`src/rtl/inst_rom_loader.sv`:
```
// inst_rom_loader: framed byte-stream loader that fills instruction memory.
// Define INST_LOADER_CSUM_EN to require a trailing XOR checksum byte.
module inst_rom_loader #(
  parameter int A = 10,
  parameter int W = 9
) (
  input  logic         CLK,
  input  logic         Reset_n,
  input  logic         start,
  input  logic [7:0]   in_data,
  input  logic         in_valid,
  output logic         in_ready,
  output logic         wr_en,
  output logic [A-1:0] wr_addr,
  output logic [W-1:0] wr_data,
  output logic         busy,
  output logic         done,
  output logic         err
);

  typedef enum logic [2:0] {
    S_IDLE, S_LEN_LO, S_LEN_HI, S_DATA_LO,
    S_DATA_HI, S_CSUM, S_DONE, S_ERR
  } state_e;

  localparam logic [16:0] MAX_LEN = 17'(2**A);

`ifdef INST_LOADER_CSUM_EN
  localparam state_e TAIL = S_CSUM;
`else
  localparam state_e TAIL = S_DONE;
`endif

  state_e         state_q, state_d;
  logic [A-1:0]   cnt_q, cnt_d;
  logic [15:0]    len_q, len_d;
  logic [7:0]     lo_q, lo_d;
  logic           wr_en_q, wr_en_d;
  logic [A-1:0]   wr_addr_q, wr_addr_d;
  logic [W-1:0]   wr_data_q, wr_data_d;
`ifdef INST_LOADER_CSUM_EN
  logic [7:0]     csum_q, csum_d;
`endif

  logic accept;
  logic hi_bad;
  logic last;

  assign in_ready = (state_q == S_LEN_LO)  ||
                    (state_q == S_LEN_HI)  ||
                    (state_q == S_DATA_LO) ||
                    (state_q == S_DATA_HI) ||
                    (state_q == S_CSUM);
  assign accept   = in_valid && in_ready;
  assign hi_bad   = (in_data >> (W - 8)) != 8'd0;
  assign last     = (16'(cnt_q) + 16'd1) == len_q;

  // Next-state, frame parsing and write generation
  always_comb begin
    state_d   = state_q;
    cnt_d     = cnt_q;
    len_d     = len_q;
    lo_d      = lo_q;
    wr_en_d   = 1'b0;
    wr_addr_d = wr_addr_q;
    wr_data_d = wr_data_q;
`ifdef INST_LOADER_CSUM_EN
    csum_d    = csum_q;
    if (accept) csum_d = csum_q ^ in_data;
`endif
    unique case (state_q)
      S_IDLE, S_DONE, S_ERR: begin
        if (start) begin
          state_d = S_LEN_LO;
          cnt_d   = '0;
`ifdef INST_LOADER_CSUM_EN
          csum_d  = 8'h00;
`endif
        end
      end
      S_LEN_LO: begin
        if (accept) begin
          lo_d    = in_data;
          state_d = S_LEN_HI;
        end
      end
      S_LEN_HI: begin
        if (accept) begin
          len_d = {in_data, lo_q};
          if ({1'b0, len_d} > MAX_LEN) state_d = S_ERR;
          else if (len_d == 16'd0)     state_d = TAIL;
          else                         state_d = S_DATA_LO;
        end
      end
      S_DATA_LO: begin
        if (accept) begin
          lo_d    = in_data;
          state_d = S_DATA_HI;
        end
      end
      S_DATA_HI: begin
        if (accept) begin
          if (hi_bad) begin
            state_d = S_ERR;
          end else begin
            wr_en_d   = 1'b1;
            wr_addr_d = cnt_q;
            wr_data_d = {in_data[W-9:0], lo_q};
            cnt_d     = cnt_q + A'(1);
            state_d   = last ? TAIL : S_DATA_LO;
          end
        end
      end
`ifdef INST_LOADER_CSUM_EN
      S_CSUM: begin
        if (accept) state_d = (in_data == csum_q) ? S_DONE : S_ERR;
      end
`endif
      default: state_d = S_IDLE;
    endcase
  end

  // State and output registers
  always_ff @(posedge CLK or negedge Reset_n) begin
    if (!Reset_n) begin
      state_q   <= S_IDLE;
      cnt_q     <= '0;
      len_q     <= '0;
      lo_q      <= '0;
      wr_en_q   <= 1'b0;
      wr_addr_q <= '0;
      wr_data_q <= '0;
`ifdef INST_LOADER_CSUM_EN
      csum_q    <= '0;
`endif
    end else begin
      state_q   <= state_d;
      cnt_q     <= cnt_d;
      len_q     <= len_d;
      lo_q      <= lo_d;
      wr_en_q   <= wr_en_d;
      wr_addr_q <= wr_addr_d;
      wr_data_q <= wr_data_d;
`ifdef INST_LOADER_CSUM_EN
      csum_q    <= csum_d;
`endif
    end
  end

  assign wr_en   = wr_en_q;
  assign wr_addr = wr_addr_q;
  assign wr_data = wr_data_q;
  assign busy    = in_ready || wr_en_q;
  assign done    = state_q == S_DONE;
  assign err     = state_q == S_ERR;

endmodule
```
`config.mk`:
```
export PLATFORM = sky130hd
export DESIGN_NAME = inst_rom_loader
export DESIGN_NICKNAME = d
export VERILOG_FILES = /design/src/rtl/inst_rom_loader.sv
export SDC_FILE = /design/constraint.sdc
export NUM_CORES = 1
export LEC_CHECK = 0
export BUFFER_PORTS_ARGS = -buffer_cell sky130_fd_sc_hd__buf_2
export CAP_MARGIN = 20
export CORE_MARGIN = 1
export CORE_UTILIZATION = 62
export DETAILED_ROUTE_END_ITERATION = 10
export GPL_TIMING_DRIVEN = 1
export PLACE_DENSITY = 0.93
export SYNTH_ARGS = -nofsm -noshare
export SYNTH_HDL_FRONTEND = slang
export SYNTH_SLANG_ARGS = --single-unit
```
`constraint.sdc`:
```
create_clock -name CLK -period 6.7 [get_ports CLK]
set_input_delay 0.67 -clock CLK [delete_from_list [all_inputs] [get_ports CLK]]
set_output_delay 0.67 -clock CLK [all_outputs]
set_load 0.02 [all_outputs]
```
==> flow_summary.json, run 1 <==
{
  "status": "complete, no violations",
  "reg2reg_slack_ns": 3.93,
  "final_util_pct": 72.8,
  "crit_path_end_kind": "register",
  "syn_nets": 334,
  "holdCritPathClass": "input pin to async pin",
  "cp-start-kind": "register",
  "io_buffer_count": 35,
  "ir_drop_uv": 263,
  "regArea_um2": 1430,
  "die_width_um": 69.6,
  "top_usage_layer": "met2",
  "fin_nets": 364,
  "final_cell_mix": "nand2_1, dfrtp_1, buf_2",
  "clock_latency_ns": 0.35,
  "first_global_vias": 2405,
  "first_pass_iters": 5,
  "synth_edf_count": 0,
  "die_area_um2": 4850,
  "antenna_found_initial": 0,
  "synth.avg_cell_area_um2": 8.83,
  "grtUsageTotal_pct": 30.2,
  "path_class": "register to register",
  "ys_ff_latch": 57,
  "drt_iter0_markers": 368,
  "crit_required_ns": 6.97,
  "pwr_density_cell_nw_per_um2": 355,
  "met3_usage_pct": 9.01,
  "yosys_warnings": 0,
  "drtAntennaViolNets": 0,
  "ctsHoldBuffers": 0,
  "route.detailed.drc": 0,
  "rr_worst_depth": 6,
  "total_power_uw": 1130,
  "grtUsageMet2_pct": 46.7,
  "core.rowCount": 24,
  "cts_tree": "built",
  "globalRoute.totalOverflow": 0,
  "multi_input_area_um2": 1320,
  "cts_root_buf": "clkbuf_8",
  "finalHoldViolCount": 0,
  "finalSetupViolations": 0,
  "grt_pass1_wl_um": 11100,
  "syn_to_final_growth_pct": 12.7,
  "core-area_um2": 4380,
  "finalMaxSlewViolations": 0,
  "num_antenna_cells": 0,
  "r2r_end": "cnt_q[4]$_DFFE_PN0P_",
  "routedWlPerCell_um": 15.8,
  "grt_setup_unrepaired": "no",
  "drive_gt1_share_pct": 19.1,
  "fillers": 323,
  "gp_congestion": 0.988,
  "clk_pin_slew_ns": 0.07,
  "post_cts_buffers": 0,
  "async_flop_share_pct": 100,
  "layout_commonest_cell": "nand2_1",
  "period_minus_slack_ns": 2.77,
  "die_h_um": 69.6,
  "cts_sinks": 57,
  "wirelength_um": 6470,
  "r2r_start": "state_q[2]$_DFFE_PN0P_",
  "cts_buffers": 9,
  "h-tree-depth": 3,
  "tightestPinTransition_ns": 1.02,
  "fmax_mhz": 361,
  "ys_seq_area_share_pct": 50.3,
  "finalCritPeriodShare_pct": 41.3,
  "cts_resized": 0,
  "p_leak_uw": 0.00162,
  "slew_headroom_pct": 31.9,
  "worst_hold_slack_ns": 0.452,
  "skew_ns": 0.00716,
  "grt_max_degree": 58,
  "synthFlopType": "dfrtp_1",
  "netlist_area_um2": 2830,
  "avgViaCountPerCell": 5.95,
  "grtUsageMet1_pct": 38.3,
  "synth_cells": 321,
  "num_vias": 2429,
  "synth.distinct_cells": 49,
  "io_pins": 36,
  "cts_buffer_depth": 2,
  "critPathMaxFanout": 25,
  "hpwl_um": 4370,
  "crit_arrival_ns": 3.04,
  "cap_violations": 0,
  "setup_tns_ns": 0,
  "initial_core_util_pct": 64.6
}
==> cell usage after synthesis (all sizes together), types with 2 or more instances <==
master / count / area share (%)
and3: 3 / 0.66
clkbuf: 15 / 2.0
dfrtp: 57 / 50
nand3: 7 / 1.2
o21ai: 13 / 2.3
or3: 3 / 0.66
nor4: 5 / 1.1
or4: 4 / 1.3
nand2: 123 / 16
o211ai: 2 / 0.53
nand4: 3 / 0.66
a31oi: 4 / 0.88
o31ai: 3 / 0.79
nor3: 2 / 0.35
nor2: 13 / 1.7
mux2: 8 / 3.2
nand2b: 3 / 0.66
or3b: 3 / 0.93
a21oi: 8 / 1.8
xor2: 8 / 2.5
inv: 2 / 0.26
xnor2: 9 / 2.8
buf: 2 / 0.53
==> state kept, by name, indices dropped and copies added (netlist names) <==
signal / flops
state_q: 3
wr_en: 1
len_q: 16
cnt_q: 10
wr_addr: 10
lo_q: 8
wr_data: 9
==> power breakdown <==
part	total, µW	internal, µW	switching (µW)
Sequential	517	422	94.6
Clock	292	153	138
Combinational	323	148	175
==> through the flow <==
| stage | cell area (µm²) | instances | worst slack (ns) |
|---|---|---|---|
| 2_1_floorplan | 2830 | 321 | 4.17 |
| 6_report | 3190 | 408 | 3.93 |
| 3_3_place_gp | 3010 | 392 | 3.76 |
| 5_1_grt | 3190 | 408 | 3.78 |
| 4_1_cts | 3190 | 408 | 3.93 |
| 3_5_place_dp | 3010 | 392 | 3.70 |
==> worst max-delay path by stage <==
| stage | startpoint | end | slack [ns] |
|---|---|---|---|
| 2_1_floorplan | in_data[3] | cnt_q[4]$_DFFE_PN0P_ | 4.17 |
| 3_3_place_gp | in_data[3] | cnt_q[4]$_DFFE_PN0P_ | 3.76 |
| 3_5_place_dp | in_data[3] | cnt_q[4]$_DFFE_PN0P_ | 3.70 |
| 4_1_cts | state_q[2]$_DFFE_PN0P_ | cnt_q[4]$_DFFE_PN0P_ | 3.93 |
| 5_1_grt | state_q[2]$_DFFE_PN0P_ | cnt_q[4]$_DFFE_PN0P_ | 3.78 |
| 6_report | state_q[2]$_DFFE_PN0P_ | cnt_q[4]$_DFFE_PN0P_ | 3.93 |
==> per-layer routing <==
layer / vias to the layer above / share of wire [%] / wire length (µm)
met4: 0 / 3.2 / 206
met3: 24 / 6.8 / 439
li1: 1142 / - / -
met1: 1140 / 42 / 2690
met5: - / 0 / 0
met2: 123 / 48 / 3130
==> cell type report <==
type | count | area share, %
clock inverters | 4 | 0.862
repair buffers | 36 | 5.72
clock buffers | 12 | 4.86
multi-input cells | 244 | 41.3
inverters | 3 | 0.509
flip-flops and latches | 57 | 44.7
well taps | 52 | 2.04
==> cells by family (layout without fill, tap and decap cells) <==
logic type      Yosys count  after routing  share of synthesized area (%)
compound gates           39             39                           9.10
xor+xnor                 17             17                           5.25
fa+ha+maj                 1              1                          0.441
buf+inv                  20             55                           3.09
flops                    57             57                           50.3
mux                       9              9                           3.53
simple gates            178            178                           28.3
==> critical path, stage by stage (launching register included) <==
cell,delay [ns]
dfrtp_1,0.61
or3b_1,0.49
or4_4,0.72
clkinv_4,0.23
a21oi_4,0.09
or4_1,0.47
o21ai_1,0.08
(Power assumes the default switching activity.)
==> run 2: changes to the inputs <==
CORE_UTILIZATION = 52   (was 62)
PLACE_DENSITY = 0.84   (was 0.93)
clock period = 2.39 ns   (was 6.7 ns; I/O delays follow)
==> run 2 against run 1 <==
Die area increased by 19%. Combinational power increased to 3.2 times the previous value. Maximum frequency up 25%.
==> flow_summary.json, run 2 (synthesized netlist as in run 1, its figures left out) <==
{
  "wirelength_um": 6780,
  "finalCritPeriodShare_pct": 92.8,
  "crit_required_ns": 2.67,
  "cts_tree": "built",
  "cts_buffers": 9,
  "ir_drop_uv": 750,
  "die_h_um": 75.8,
  "path_delay_family": "simple AND/OR/NAND/NOR gates",
  "critPathMaxFanout": 24,
  "setup_tns_ns": 0,
  "fillers": 414,
  "cts_sinks": 57,
  "grt_pass1_wl_um": 11000,
  "num_antenna_cells": 0,
  "holdCritPathClass": "input pin to register",
  "core-area_um2": 5170,
  "total_power_uw": 3410,
  "slowest_delay_ns": 0.58,
  "crit_path_end_kind": "register",
  "die_width_um": 75.8,
  "grt_setup_unrepaired": "no",
  "cts_root_buf": "clkbuf_8",
  "finalHoldViolCount": 0,
  "cp-start-kind": "register",
  "grtUsageTotal_pct": 26.8,
  "avgViaCountPerCell": 5.68,
  "setup_ws_ns": 0.172,
  "num_vias": 2470,
  "routedWlPerCell_um": 15.6,
  "final_cell_mix": "nand2_1, dfrtp_1, buf_2",
  "gp_congestion": 0.918,
  "initial_core_util_pct": 54.8,
  "largest-register": "len_q",
  "path_cells": "or3b_1 -> or4_4 -> buf_4 -> nor2_1 -> a21oi_1 -> a31oi_1",
  "route.detailed.drc": 0,
  "cts_resized": 0,
  "finalMaxSlewViolations": 0,
  "core.rowCount": 26,
  "period_minus_slack_ns": 2.22,
  "h-tree-depth": 3,
  "cap_violations": 0,
  "clk_pin_slew_ns": 0.07,
  "hpwl_um": 4670,
  "tightestPinTransition_ns": 0.502,
  "io_buffer_count": 35,
  "final_util_pct": 64.2,
  "first_pass_iters": 5,
  "finalSetupViolations": 0,
  "largest_reg_flops": 16,
  "drive_gt1_share_pct": 21.1,
  "antenna_found_initial": 0,
  "slew_headroom_pct": 66.6,
  "crit_path_top_delay_cell": "or4_4",
  "fmax_mhz": 451,
  "worst_hold_slack_ns": 0.114,
  "pre_cts_slack_ns": 0.152,
  "layout_commonest_cell": "nand2_1",
  "grt_max_degree": 37,
  "io_pins": 36,
  "pwr_density_cell_nw_per_um2": 1030,
  "drtAntennaViolNets": 0,
  "status": "complete, no violations",
  "cp_num_buf_inv": 1,
  "cts_buffer_depth": 2,
  "globalRoute.totalOverflow": 0,
  "fin_nets": 373,
  "p_leak_uw": 0.00169,
  "syn_to_final_growth_pct": 17.2,
  "die_area_um2": 5750,
  "first_global_vias": 2274,
  "drt_iter0_markers": 291,
  "clock_latency_ns": 0.36,
  "skew_ns": 0.00516,
  "crit_arrival_ns": 2.49,
  "path_class": "register to register"
}
run 2: changes by cell type in the layout (fill, tap and decap cells not counted), sizes merged:
cell         change
buf              +8
bufinv           +2
clkbuf           -3
clkinv           +3
clkinvlp         -2
dlygate4sd3      +1
run 2: worst register-to-register path, cell delays in order, from the launching register on:
cell and delay (ns):
dfrtp_1 0.38, or3b_1 0.48, or4_4 0.58, buf_4 0.24, nor2_1 0.20, a21oi_1 0.12, a31oi_1 0.14
run 2: through the flow:
stage / area [µm²] / std cells
finish: 3320 / 435
global route: 3320 / 435
CTS: 3320 / 435
detailed placement: 3090 / 418
global placement: 3090 / 418
floorplan: 2830 / 321
run 2: path summary, 6_finish.rpt:
path / to / start / depth (start not counted) / slack, ns
hold / removal: len_q[13]$_DFFE_PN0P_ / in_data[5] / 3 / 0.11
setup / recovery: cnt_q[9]$_DFFE_PN0P_ / state_q[1]$_DFFE_PN0P_ / 6 / 0.17
setup reg to reg: cnt_q[9]$_DFFE_PN0P_ / state_q[1]$_DFFE_PN0P_ / 6 / 0.17
hold reg to reg: wr_addr[0]$_DFFE_PN0P_ / wr_addr[0]$_DFFE_PN0P_ / 2 / 0.47
max in group asynchronous: wr_addr[9]$_DFFE_PN0P_ / Reset_n / 3 / 1.17
min in group asynchronous: wr_addr[0]$_DFFE_PN0P_ / Reset_n / 2 / 0.39
run 2: power breakdown:
| part | internal (µW) | total, µW | switching [µW] | leakage, µW |
|---|---|---|---|---|
| Combinational | 462 | 1040 | 580 | 0.000824 |
| Sequential | 1190 | 1360 | 177 | 0.000753 |
| Clock | 585 | 1000 | 416 | 0.000109 |
run 2: metal layers:
| layer | wire length, µm | GRT usage [%] | part of all wire [%] | vias up |
|---|---|---|---|---|
| li1 | - | - | - | 1162 |
| met1 | 2750 | 34.1 | 41 | 1171 |
| met2 | 3440 | 42.7 | 51 | 112 |
| met3 | 451 | 7.14 | 6.7 | 25 |
| met4 | 136 | 12.8 | 2.0 | 0 |
| met5 | 0 | 0 | 0 | - |
run 2: layout make-up:
class	count	area (µm²)	share of cell area [%]
Inverter	3	16.3	0.490
Tap cell	70	87.6	2.64
Clock buffer	9	124	3.73
Timing Repair Buffer	45	253	7.61
Sequential cell	57	1430	42.9
Multi-Input combinational cell	244	1320	39.7
Clock inverter	7	95.1	2.86
run 2: repair_timing:
action | CTS | global route
hold endpoints to repair | 21 | 0
hold buffers | 1 | 0
buffers inserted | 0 | 0
